`config.mk`:
```
export PLATFORM = sky130hd
export DESIGN_NAME = mc_ctrl
export DESIGN_NICKNAME = d
export VERILOG_FILES = /design/src/rtl/mc_ctrl.sv
export SDC_FILE = /design/constraint.sdc
export NUM_CORES = 1
export LEC_CHECK = 0
export ABC_AREA = 1
export CELL_PAD_IN_SITES_DETAIL_PLACEMENT = 1
export CELL_PAD_IN_SITES_GLOBAL_PLACEMENT = 1
export CORE_MARGIN = 4
export CORE_UTILIZATION = 29
export DETAILED_ROUTE_END_ITERATION = 16
export PLACE_DENSITY = 0.81
export SETUP_SLACK_MARGIN = 0.4
export SYNTH_ARGS = -nofsm -noshare
export SYNTH_HDL_FRONTEND = slang
export SYNTH_SLANG_ARGS = --single-unit
export TNS_END_PERCENT = 10
```
`constraint.sdc`:
```
create_clock -name clk -period 2.9 [get_ports clk]
set_clock_uncertainty 0.05 [all_clocks]
set_input_delay 0.58 -clock clk [delete_from_list [all_inputs] [get_ports clk]]
set_output_delay 0.58 -clock clk [all_outputs]
set_load 0.01 [all_outputs]
```
`src/rtl/mc_ctrl.sv`:
```
// Multi-cycle main control FSM for the MIPS-subset datapath (PC, IR, ALU, DM, GPR).
// Optional macro MC_CTRL_ILLEGAL_TRAP_EN adds a sticky 'illegal' output and a HALT trap state.
`timescale 1ns/1ps
module mc_ctrl #(
    parameter int unsigned FETCH_WAIT = 0
) (
    input  logic       clk,
    input  logic       rst,
    input  logic [5:0] op,
    input  logic [5:0] funct,
    input  logic       zero,
    input  logic       overflow,
    output logic       pcwr,
    output logic       irwr,
    output logic [1:0] npc_sel,
    output logic       ExtOp,
    output logic       ALUSrc,
    output logic [2:0] ALUOp,
    output logic       dmwr,
    output logic       gprwr,
    output logic [1:0] RegDst,
    output logic [1:0] MemToReg,
    output logic       write_30,
`ifdef MC_CTRL_ILLEGAL_TRAP_EN
    output logic       illegal,
`endif
    output logic       instr_done
);

    localparam logic [2:0] WAIT_INIT = 3'(FETCH_WAIT);

    typedef enum logic [3:0] {
        S_IDLE, S_FETCH, S_DCD, S_EXE, S_WB, S_MA, S_MR,
        S_MW, S_LWB, S_BR, S_JMP, S_HALT
    } state_t;

    state_t     state;
    logic [2:0] wait_cnt;

    logic is_r, is_addu, is_subu, is_jr, is_ori, is_lui, is_addi;
    logic is_lw, is_sw, is_beq, is_j, is_jal;
    logic cls_exe, cls_mem, cls_jmp;

    always_comb begin
        is_r    = (op == 6'b000000);
        is_addu = is_r && (funct == 6'b100001);
        is_subu = is_r && (funct == 6'b100011);
        is_jr   = is_r && (funct == 6'b001000);
        is_ori  = (op == 6'b001101);
        is_lui  = (op == 6'b001111);
        is_addi = (op == 6'b001000);
        is_lw   = (op == 6'b100011);
        is_sw   = (op == 6'b101011);
        is_beq  = (op == 6'b000100);
        is_j    = (op == 6'b000010);
        is_jal  = (op == 6'b000011);
        cls_exe = is_addu || is_subu || is_ori || is_lui || is_addi;
        cls_mem = is_lw || is_sw;
        cls_jmp = is_j || is_jal || is_jr;
    end

`ifdef MC_CTRL_ILLEGAL_TRAP_EN
    logic illegal_q;
`endif

    always_ff @(posedge clk) begin
        if (rst) begin
            state    <= S_IDLE;
            wait_cnt <= 3'd0;
`ifdef MC_CTRL_ILLEGAL_TRAP_EN
            illegal_q <= 1'b0;
`endif
        end else begin
            // Counter reloads every non-FETCH cycle so it is full on FETCH entry.
            if (state != S_FETCH)
                wait_cnt <= WAIT_INIT;
            else if (wait_cnt != 3'd0)
                wait_cnt <= wait_cnt - 3'd1;

            case (state)
                S_IDLE:  state <= S_FETCH;
                S_FETCH: if (wait_cnt == 3'd0) state <= S_DCD;
                S_DCD: begin
                    if (cls_exe)      state <= S_EXE;
                    else if (cls_mem) state <= S_MA;
                    else if (is_beq)  state <= S_BR;
                    else if (cls_jmp) state <= S_JMP;
                    else begin
`ifdef MC_CTRL_ILLEGAL_TRAP_EN
                        state     <= S_HALT;
                        illegal_q <= 1'b1;
`else
                        state <= S_FETCH;
`endif
                    end
                end
                S_EXE:   state <= S_WB;
                S_MA:    state <= is_lw ? S_MR : S_MW;
                S_MR:    state <= S_LWB;
                S_WB, S_MW, S_LWB, S_BR, S_JMP: state <= S_FETCH;
                S_HALT:  state <= S_HALT;
                default: state <= S_IDLE;
            endcase
        end
    end

`ifdef MC_CTRL_ILLEGAL_TRAP_EN
    assign illegal = illegal_q & ~rst;
`endif

    logic       alu_src, alu_ext;
    logic [2:0] alu_op;

    always_comb begin
        alu_src = 1'b0;
        alu_ext = 1'b0;
        alu_op  = 3'b000;
        if (is_subu) begin
            alu_op = 3'b001;
        end else if (is_ori) begin
            alu_src = 1'b1;
            alu_op  = 3'b010;
        end else if (is_lui) begin
            alu_src = 1'b1;
            alu_op  = 3'b011;
        end else if (is_addi) begin
            alu_src = 1'b1;
            alu_ext = 1'b1;
        end
    end

    // Outputs are forced low during reset so no write can straddle the reset edge.
    always_comb begin
        pcwr       = 1'b0;
        irwr       = 1'b0;
        npc_sel    = 2'b00;
        ExtOp      = 1'b0;
        ALUSrc     = 1'b0;
        ALUOp      = 3'b000;
        dmwr       = 1'b0;
        gprwr      = 1'b0;
        RegDst     = 2'b00;
        MemToReg   = 2'b00;
        write_30   = 1'b0;
        instr_done = 1'b0;
        if (!rst) begin
            case (state)
                S_FETCH: begin
                    if (wait_cnt == 3'd0) begin
                        pcwr = 1'b1;
                        irwr = 1'b1;
                    end
                end
                S_EXE: begin
                    ALUSrc = alu_src;
                    ExtOp  = alu_ext;
                    ALUOp  = alu_op;
                end
                S_WB: begin
                    ALUSrc     = alu_src;
                    ExtOp      = alu_ext;
                    ALUOp      = alu_op;
                    gprwr      = 1'b1;
                    RegDst     = is_r ? 2'b01 : 2'b00;
                    write_30   = is_addi && overflow;
                    instr_done = 1'b1;
                end
                S_MA, S_MR: begin
                    ALUSrc = 1'b1;
                    ExtOp  = 1'b1;
                end
                S_MW: begin
                    ALUSrc     = 1'b1;
                    ExtOp      = 1'b1;
                    dmwr       = 1'b1;
                    instr_done = 1'b1;
                end
                S_LWB: begin
                    gprwr      = 1'b1;
                    MemToReg   = 2'b01;
                    instr_done = 1'b1;
                end
                S_BR: begin
                    ALUOp      = 3'b001;
                    ExtOp      = 1'b1;
                    npc_sel    = 2'b01;
                    pcwr       = zero;
                    instr_done = 1'b1;
                end
                S_JMP: begin
                    pcwr       = 1'b1;
                    npc_sel    = is_jr ? 2'b11 : 2'b10;
                    instr_done = 1'b1;
                    if (is_jal) begin
                        gprwr    = 1'b1;
                        RegDst   = 2'b10;
                        MemToReg = 2'b10;
                    end
                end
                default: ;
            endcase
        end
    end

endmodule

```
# --- Word level (Yosys, flattened, before mapping) ---
# Index checks and enable logic that the tools add are counted.
classes:
  add_sub_neg: 1
  multipliers: 0
  n_div: 0
  magnitude_cmp: 0
  eq_ne: 24
  shifts: 0
  mux: 46
  bitwise: 0
  n_reduce_logical: 22
op_table:
  columns: ["op", "n"]
  rows:
  - ["4-bit case mux with 7 select lines", 1]
  - ["6-bit by 4-bit == test with 1-bit output (second input constant)", 4]
  - ["6-bit == test (second input constant)", 4]
  - ["1-bit two-way mux", 24]
  - ["4-bit two-way mux", 5]
  - ["4-bit by 3-bit == test with 1-bit output (second input constant)", 4]
  - ["4-bit == test (second input constant)", 4]
  - ["2-bit two-way mux", 8]
  - ["2-bit case mux with 2 select lines", 4]
  - ["6-bit by 2-bit == test with 1-bit output (second input constant)", 2]
  - ["4-bit by 2-bit == test with 1-bit output (second input constant)", 2]
  - ["1-bit logical OR", 7]
  - ["6-bit by 3-bit == test with 1-bit output (second input constant)", 1]
  - ["6-bit logical NOT", 1]
  - ["1-bit case mux with 2 select lines", 3]
  - ["2-bit OR reduction", 3]
  - ["6-bit OR reduction", 1]
  - ["5-bit OR reduction", 1]
  - ["4-bit by 1-bit == test with 1-bit output (second input constant)", 1]
  - ["1-bit logical AND", 4]
  - ["4-bit logical NOT", 1]
  - ["4-bit by 1-bit != test with 1-bit output (second input constant)", 1]
  - ["4-bit OR reduction", 1]
  - ["3-bit logical NOT", 1]
  - ["other kinds (5)", 5]
word_totals:
  ff_bits: 7
  latch_bits: 0
  mem_bits_rw: 0
  mem_bits_ro: 0
  input_bits: 16
  word_cells: 95
  mem_count: 0

# --- Longest topological paths before layout ---
# Gate-level depths: netlist of run 1.
logic_depth:
  depth_word: 8
  mapped_depth: 9
  ltp_nobuf: 9

# --- Worst setup path before layout of run 1 ---
# OpenSTA, ideal clock, no wires.
synth_timing:
  path_type: "input-to-output"
  from: "input port op[0]"
  to: "output port ALUSrc"
  arrival_time_ns: 1.399
  path_slack_ns: 0.871
  cell_stages: 6
  n_path_buf: 0
  cell_sequence: "nor2_1 -> nand2_1 -> nor2_1 -> nor2b_1 -> or2_1 -> a21oi_1"
synth_between:
  elab_chain_len: 7
  elab_cells_between_ends: 11
  cone_classes: "eq/ne (3); mux (6); reduce/logical (2)"
synth_rtl:
  columns: ["element", "line_no", "text"]
  rows:
  - ["from (decl)", "9", "input logic [5:0] op,"]
  - ["6-bit by 4-bit == test with 1-bit output", "51", "is_addi = (op == 6'b001000);"]
  - ["1-bit two-way mux", "126", "end else if (is_addi) begin"]
  - ["1-bit two-way mux", "123", "end else if (is_lui) begin"]
  - ["1-bit two-way mux", "120", "end else if (is_ori) begin"]
  - ["1-bit two-way mux *", "118", "if (is_subu) begin"]
  - ["1-bit case mux with 2 select lines *", "147", "case (state)"]
  - ["1-bit two-way mux *", "146", "if (!rst) begin"]
  - ["to (decl)", "17", "output logic ALUSrc,"]
# Mark *: on every way between the ends. The rest lies on a longest branch, timed or not.

# --- Worst setup path in the final report of run 1 ---
layout_timing:
  from: "input port rst"
  to: "output port dmwr"
layout_between:
  elab_chain_len: 1
layout_rtl:
  columns: ["element", "line_no", "text"]
  rows:
  - ["from (decl)", "8", "input logic rst,"]
  - ["1-bit two-way mux", "146", null]
  - ["to (decl)", "19", "output logic dmwr,"]
# Every way passes these cells.

==> flow_summary.toml, run 1 <==
[placed_design]
preCtsSetupSlack_ns = -0.151
dp_hpwl_mm = 2.62
port_buffers = 31
gp_congestion = 0.876

[synthesis]
synthXorXnorAreaFrac_pct = 1.10
synth_top_flop_cell = "sky130_fd_sc_hd__dfxtp_1"
synth_async_sr_flop_share_pct = 0
biggest_area_consumer_among_synthesized_cells = "sky130_fd_sc_hd__dfxtp_1"
syn-cell-area_sq_um = 800
synth-edff-count = 0
postSynthNetCount = 163
count_of_yosys_warnings_during_synthesis = 0
synthSimpleGateAreaFrac_pct = 50.1
synth.most_common_cell = "sky130_fd_sc_hd__nor2_1"
dominant_combinational_cell_family_by_area_after_synthesis = "simple AND/OR/NAND/NOR gates"
netlist_instances = 145
synth.yosys.seq_area_share_pct = 17.5
synthAdderAreaFrac_pct = 3.13
synthDistinctLibCells = 29
post_synth.cell_area_avg_sq_um = 5.51
synth_compound_area_share_pct = 14.1
synth_area_leaders = "sky130_fd_sc_hd__dfxtp_1 18%, sky130_fd_sc_hd__nor2_1 14%, sky130_fd_sc_hd__inv_1 12%, sky130_fd_sc_hd__nand2_1 11%, sky130_fd_sc_hd__nand3_1 6.9%"
synthDominantCellAreaShare_pct = 17.5
ys_seq_elements = 7
synth.mux.area_fraction_pct = 0
ys_top_cells_by_count = "29 x sky130_fd_sc_hd__nor2_1, 25 x sky130_fd_sc_hd__inv_1, 24 x sky130_fd_sc_hd__nand2_1, 11 x sky130_fd_sc_hd__nand3_1, 10 x sky130_fd_sc_hd__a21oi_1"

[critical_path]
critical-path-slowest-cell = "sky130_fd_sc_hd__clkdlybuf4s50_1"
timing.critical_path.mode_cell = "sky130_fd_sc_hd__clkdlybuf4s50_1"
worst_ep_arrival_time_ns = 1.98
worst_setup_path_start_kind = "input pin"
critPathRequiredTime_ns = 2.27
crit_path_end_kind = "output pin"
slowest_delay_ns = 0.56
worstSetupPathType = "in2out"
crit_path_cell_trace = "clkdlybuf4s50_1 > buf_4 > nor3_1 > clkdlybuf4s50_1"
critical_path.max_fanout = 9

[timing]
fin_crit_sh_pct = 90.1
period_minus_slack_ns = 2.61
setup_slack_ns = 0.288
clock.fmax_ghz = 0.383
setup-violations-final = 0
number_of_failing_hold_endpoints_at_the_final_stage = 0
tns_ns = 0
rsz0062_at_grt = "yes"
slew_viol_final = 0

[floorplan]
core_box_area_sq_mm = 0.00254
initial_standard_cell_utilization_of_the_core_pct = 31.4
floorplan.die.width_um = 60.5
chipHeight_um = 60.5
die-area_sq_mm = 0.00366
num_rows = 18
boundaryPins = 33

[clock_tree]
clk_latency_ns = 0.26
tritoncts = "built"
cts-root-buf = "sky130_fd_sc_hd__clkbuf_4"
hold_buffers = 0
clkSinkCount = 7
worst_setup_hold_path_clk_slew_ns = 0.06
h_tree_levels = 1
tritoncts.num_buffers = 3
max-clock-path-buffers = 2

[route]
num_vias = 1131
avgRoutedWirePerCell_um = 13.9
route.antenna.remaining_nets = 0
routed_wirelength_mm = 3.10
dr.pass1.iters = 4
via_density_per_instance = 5.07
drt_iter0_drc = 22
route.detailed.drc = 0

[cells_and_area]
antennaDiodeCount = 0
nNetsFinal = 212
drive_gt1_share_pct = 22.3
syn2layout_area_growth_pct = 61.5

[pwr]
leakagePower_nw = 0.667
power_density_mw_per_mm2 = 417
vdd.ir_drop.worst_mv = 0.418

[min_path]
hold_path_class = "reg2reg"

[global_route]
first_global_vias = 1186
first_pass_grt_wire_length_mm = 5.08
globalRouteOverflowTotal = 0
largest_net_degree_at_the_start_of_global_routing = 10
antenna_found_initial = 0
grtUsageTotal_pct = 17.9

[run]
maxCapViolCount = 0

[run_status]
status = "completed"
-- logic make-up (layout without fill, tap and decap cells) --
| kind of cell | Yosys count | in the layout |
|---|---|---|
| flip-flops | 7 | 7 |
| other | 1 | 1 |
| AND/OR/NAND/NOR | 85 | 85 |
| AO/OA/AOI/OAI | 21 | 21 |
| adder cells (fa/ha/maj) | 2 | 2 |
| buffers and inverters | 28 | 76 |
| XOR/XNOR | 1 | 1 |
-- sequential cells by signal (all words and copies together), names as in the netlist --
signal and flops:
wait_cnt 3, state 4
-- power by group --
group | internal, W | switching [W]
Clock | 0.0000526 | 0.0000377
Combinational | 0.000121 | 0.000183
Sequential | 0.000121 | 0.0000238
Total | 0.000295 | 0.000244
-- worst paths after layout --
kind               startpoint          end  slack [ns]  cells after the start
setup / recovery          rst         dmwr        0.29                      4
hold / removal    wait_cnt[1]  wait_cnt[1]        0.43                      2
hold reg to reg   wait_cnt[1]  wait_cnt[1]        0.43                      2
setup reg to reg     state[1]     state[0]        1.41                      9
-- cell usage in the layout, fill, tap and decap left out, drive strengths merged, types with 6 or more instances in the layout --
master         synthesis  layout
nand3                 12      12
buf                    1      17
clkbuf                 1       6
nor3                   6       6
dlygate4sd2            0       8
o21ai                  7       7
dfxtp                  7       7
nand2                 25      25
nor2                  36      36
clkdlybuf4s50          0      16
inv                   26      26
a21oi                 10      10
-- timing repair --
action,in CTS,in global routing
gates resized for setup,22,18
setup endpoints to repair,16,15
pin swaps,4,3
hold endpoints to repair,0,0
setup buffers,1,1
-- cell type report --
class | instances | area (sq um)
clock buffer | 4 | 26.3
fill | 373 | 1250
inverter | 26 | 97.6
multi-input combinational | 110 | 592
sequential | 7 | 140
tap | 30 | 37.5
timing repair buffer | 46 | 398
-- worst max-delay path: cells and delay by family --
kind                   cells  cell delay (ns)
buffers and inverters      3             1.21
AND/OR/NAND/NOR            1             0.19
-- through the flow --
| step | utilization, % | area (sq um) | std cells | power (W) | hold slack [ns] |
|---|---|---|---|---|---|
| after detailed placement | 48.5 | 1230 | 217 | 0.000440 | 0.424 |
| after floorplan | - | 800 | 145 | 0.000328 | 0.378 |
| after CTS | 49.1 | 1250 | 222 | 0.000531 | 0.437 |
| final | 50.7 | 1290 | 223 | 0.000539 | 0.433 |
| after global routing | 50.7 | 1290 | 223 | 0.000592 | 0.476 |
| after global placement | 48.5 | 1230 | 217 | 0.000420 | 0.390 |
-- layer usage --
| layer | GRT usage, % | vias up | part of all wire [%] |
|---|---|---|---|
| met3 | 2.98 | 4 | 4.5 |
| met4 | 3.10 | 0 | 0.74 |
| met2 | 33.2 | 31 | 52 |
| met5 | 0 | - | 0 |
| met1 | 21.9 | 542 | 42 |
| li1 | - | 554 | - |
No activity file was read; power rests on OpenSTA's default activity.
==> run 2, diff against run 1 <==
ABC_AREA = unset   (was 1)
CORE_UTILIZATION = 33   (was 29)
GPL_TIMING_DRIVEN = 0   (was unset)
PLACE_DENSITY = 0.82   (was 0.81)
==> run 2 against run 1 <==
Net effect:
- total power fell by 44%
- cell count fell by 15%
- critical path depth rose by 2
- first-iteration DRC count rose by 41%
- non-clock buffer count fell by 3
- sequential power fell by 29%
- final area rose by 4.8%
- core utilization rose by 3.4 points
- count of clock-buffer cells in the layout did not move
- worst setup slack improved by 0.027 ns
- combinational power fell by 63%
==> flow_summary.toml, run 2 <==
[pwr]
power_density_mw_per_mm2 = 224
leakagePower_nw = 0.552
seqPwrFrac_pct = 34.2
p_int_w = 0.000202
power_frac_clock_pct = 29.0
switching_share_pct = 33.2
vdd.ir_drop.worst_mv = 0.220
net-switching-power_w = 0.000100
comb_power_share_pct = 36.9
fin_total_pwr_w = 0.000303

[synthesis]
synthDistinctLibCells = 49
postSynthNetCount = 137
synth-edff-count = 0
biggest_area_consumer_among_synthesized_cells = "sky130_fd_sc_hd__dfxtp_1"
synth.most_common_cell = "sky130_fd_sc_hd__nor2_1"
count_of_yosys_warnings_during_synthesis = 0
synth_top_flop_cell = "sky130_fd_sc_hd__dfxtp_1"
synth_area_leaders = "sky130_fd_sc_hd__dfxtp_1 16%, sky130_fd_sc_hd__nor2_1 6.9%, sky130_fd_sc_hd__nor2b_1 5.7%, sky130_fd_sc_hd__o21ai_0 4.6%, sky130_fd_sc_hd__nand2_1 4.3%"
syn-cell-area_sq_um = 873
ys_top_cells_by_count = "16 x sky130_fd_sc_hd__nor2_1, 10 x sky130_fd_sc_hd__nand2_1, 8 x sky130_fd_sc_hd__nor2b_1, 8 x sky130_fd_sc_hd__o21ai_0, 7 x sky130_fd_sc_hd__dfxtp_1"
ys_seq_elements = 7
synthDominantCellAreaShare_pct = 16.0
synth.yosys.seq_area_share_pct = 16.0
netlist_instances = 119
post_synth.cell_area_avg_sq_um = 7.34
synth_async_sr_flop_share_pct = 0

[cells_and_area]
multi_input_area_sq_um = 783
mostFrequentLayoutCells = "13 x sky130_fd_sc_hd__nor2_1, 10 x sky130_fd_sc_hd__clkdlybuf4s50_1, 9 x sky130_fd_sc_hd__buf_2, 9 x sky130_fd_sc_hd__nand2_1, 9 x sky130_fd_sc_hd__dlygate4sd2_1"
syn2layout_area_growth_pct = 55.0
mostFrequentLayoutCell = "sky130_fd_sc_hd__nor2_1"
regArea_sq_um = 143
top_register = "state"
largest_reg_flops = 4
final_cell_count_no_fill = 190
antennaDiodeCount = 0
fillers = 310
top_regs = "state: 4 flops, wait_cnt: 3 flops"
drive_gt1_share_pct = 34.4
nNetsFinal = 179

[run_status]
status = "completed"

[placed_design]
preCtsSetupSlack_ns = -0.510
gp_congestion = 0.800
post_place_cells = 180
port_buffers = 31
dp_hpwl_mm = 2.61

[floorplan]
boundaryPins = 33
die-area_sq_mm = 0.00353
initial_standard_cell_utilization_of_the_core_pct = 34.9
chipHeight_um = 59.4
floorplan.die.width_um = 59.4
core_box_area_sq_mm = 0.00250
num_rows = 18

[route]
via_density_per_instance = 5.67
route.antenna.remaining_nets = 0
routed_wirelength_mm = 3.39
avgRoutedWirePerCell_um = 17.9
route.detailed.drc = 0
drt_iter0_drc = 31
dr.pass1.iters = 4
num_vias = 1078

[clock_tree]
worst_setup_hold_path_clk_slew_ns = 0.05
clk_latency_ns = 0.25
tritoncts = "built"
hold_buffers = 0
tritoncts.num_buffers = 3
h_tree_levels = 1
cts-root-buf = "sky130_fd_sc_hd__clkbuf_4"
clkSinkCount = 7
max-clock-path-buffers = 2

[critical_path]
crit_path_cell_trace = "clkdlybuf4s50_1 > and3b_2 > nand2_1 > o31ai_4 > o32ai_2 > buf_2"
worst_setup_path_start_kind = "input pin"
cp.buffers_inverters = 2
critPathRequiredTime_ns = 2.27
critical_path.max_fanout = 2
critical-path-slowest-cell = "sky130_fd_sc_hd__clkdlybuf4s50_1"
r2r-start = "state[3]"
slowest_delay_ns = 0.42
crit_path_end_kind = "output pin"
crit_start = "funct[3]"
worstSetupPathType = "in2out"
worst_ep_arrival_time_ns = 1.96
worst_path_dominant_cell_family = "buffers and inverters"

[timing]
clock.fmax_ghz = 0.387
period_minus_slack_ns = 2.59
setup-violations-final = 0
setup_slack_ns = 0.315
slew_viol_final = 0
rsz0062_at_grt = "yes"
fin_crit_sh_pct = 89.1
number_of_failing_hold_endpoints_at_the_final_stage = 0

[global_route]
first_pass_grt_wire_length_mm = 5.71
antenna_found_initial = 0
globalRouteOverflowTotal = 0
grtUsageTotal_pct = 21.3
first_global_vias = 1174
largest_net_degree_at_the_start_of_global_routing = 11

[min_path]
timing.hold.worst.start = "wait_cnt[1]"
hold_path_class = "reg2reg"

[run]
maxCapViolCount = 0
[run 2: cells by family after synthesis]
| family | after synthesis | synth area share, % |
|---|---|---|
| and+or+nand+nor | 68 | 46.9 |
| AOI/OAI and AO/OA | 29 | 23.5 |
| buffers and inverters | 9 | 7.02 |
| DFF | 7 | 16.0 |
| adders and majority gates | 2 | 2.86 |
| muxes | 2 | 2.29 |
| other | 1 | 0.429 |
| xor gates and xnor gates | 1 | 1.00 |
[run 2: what timing repair did]
item / 4_1_cts / 5_1_grt
setup endpoints to repair: 16 / 15
buffers inserted: 3 / 3
gates resized for setup: 66 / 14
pin swaps: 8 / 5
[run 2: routing by layer]
layer  GRT usage, %  vias to the layer above  part of all wire [%]
met5              0                        -                     0
met2           40.1                       26                    55
met4           7.12                        0                   1.3
li1               -                      516                     -
met3           2.18                        8                   3.4
met1           24.5                      528                    40
[run 2: cell type report]
type / count / share of cell area, %
buffer: 6 / 3.88
clock buffer: 4 / 1.94
inverter: 3 / 0.832
multi-input combinational: 103 / 57.9
sequential: 7 / 10.5
tap: 30 / 2.77
timing repair buffer: 37 / 22.2
[run 2: worst register-to-register path, stage by stage (launching register included)]
cell and delay, ns:
sky130_fd_sc_hd__dfxtp_1 0.34, sky130_fd_sc_hd__buf_2 0.24, sky130_fd_sc_hd__nor2b_2 0.25, sky130_fd_sc_hd__o21ai_0 0.09, sky130_fd_sc_hd__and3b_2 0.23, sky130_fd_sc_hd__a221oi_2 0.21
[run 2: power by group through the flow]
stage               Sequential, W   Clock, W  Combinational [W]
CTS                      0.000103  0.0000903           0.000105
floorplan                0.000104          0          0.0000530
global route             0.000104  0.0000985           0.000121
global placement         0.000105          0          0.0000964
detailed placement       0.000105          0          0.0000987
finish                   0.000103  0.0000877           0.000112
[run 2: worst paths after layout]
check / slack [ns] / depth (start not counted) / endpoint
min: 0.46 / 2 / wait_cnt[1]
max: 0.31 / 6 / ALUSrc
min reg2reg: 0.46 / 2 / wait_cnt[1]
max reg2reg: 1.40 / 5 / state[1]
[run 2: per-stage QoR]
step                TNS [ns]  hold WS [ns]  cell area (sq um)  utilization (%)
CTS                        0         0.475               1310             52.4
global placement       -2.97         0.439               1220             48.8
floorplan                  0         0.428                873                -
global route               0         0.518               1350             54.2
finish                     0         0.462               1350             54.2
detailed placement     -3.64         0.468               1220             48.8
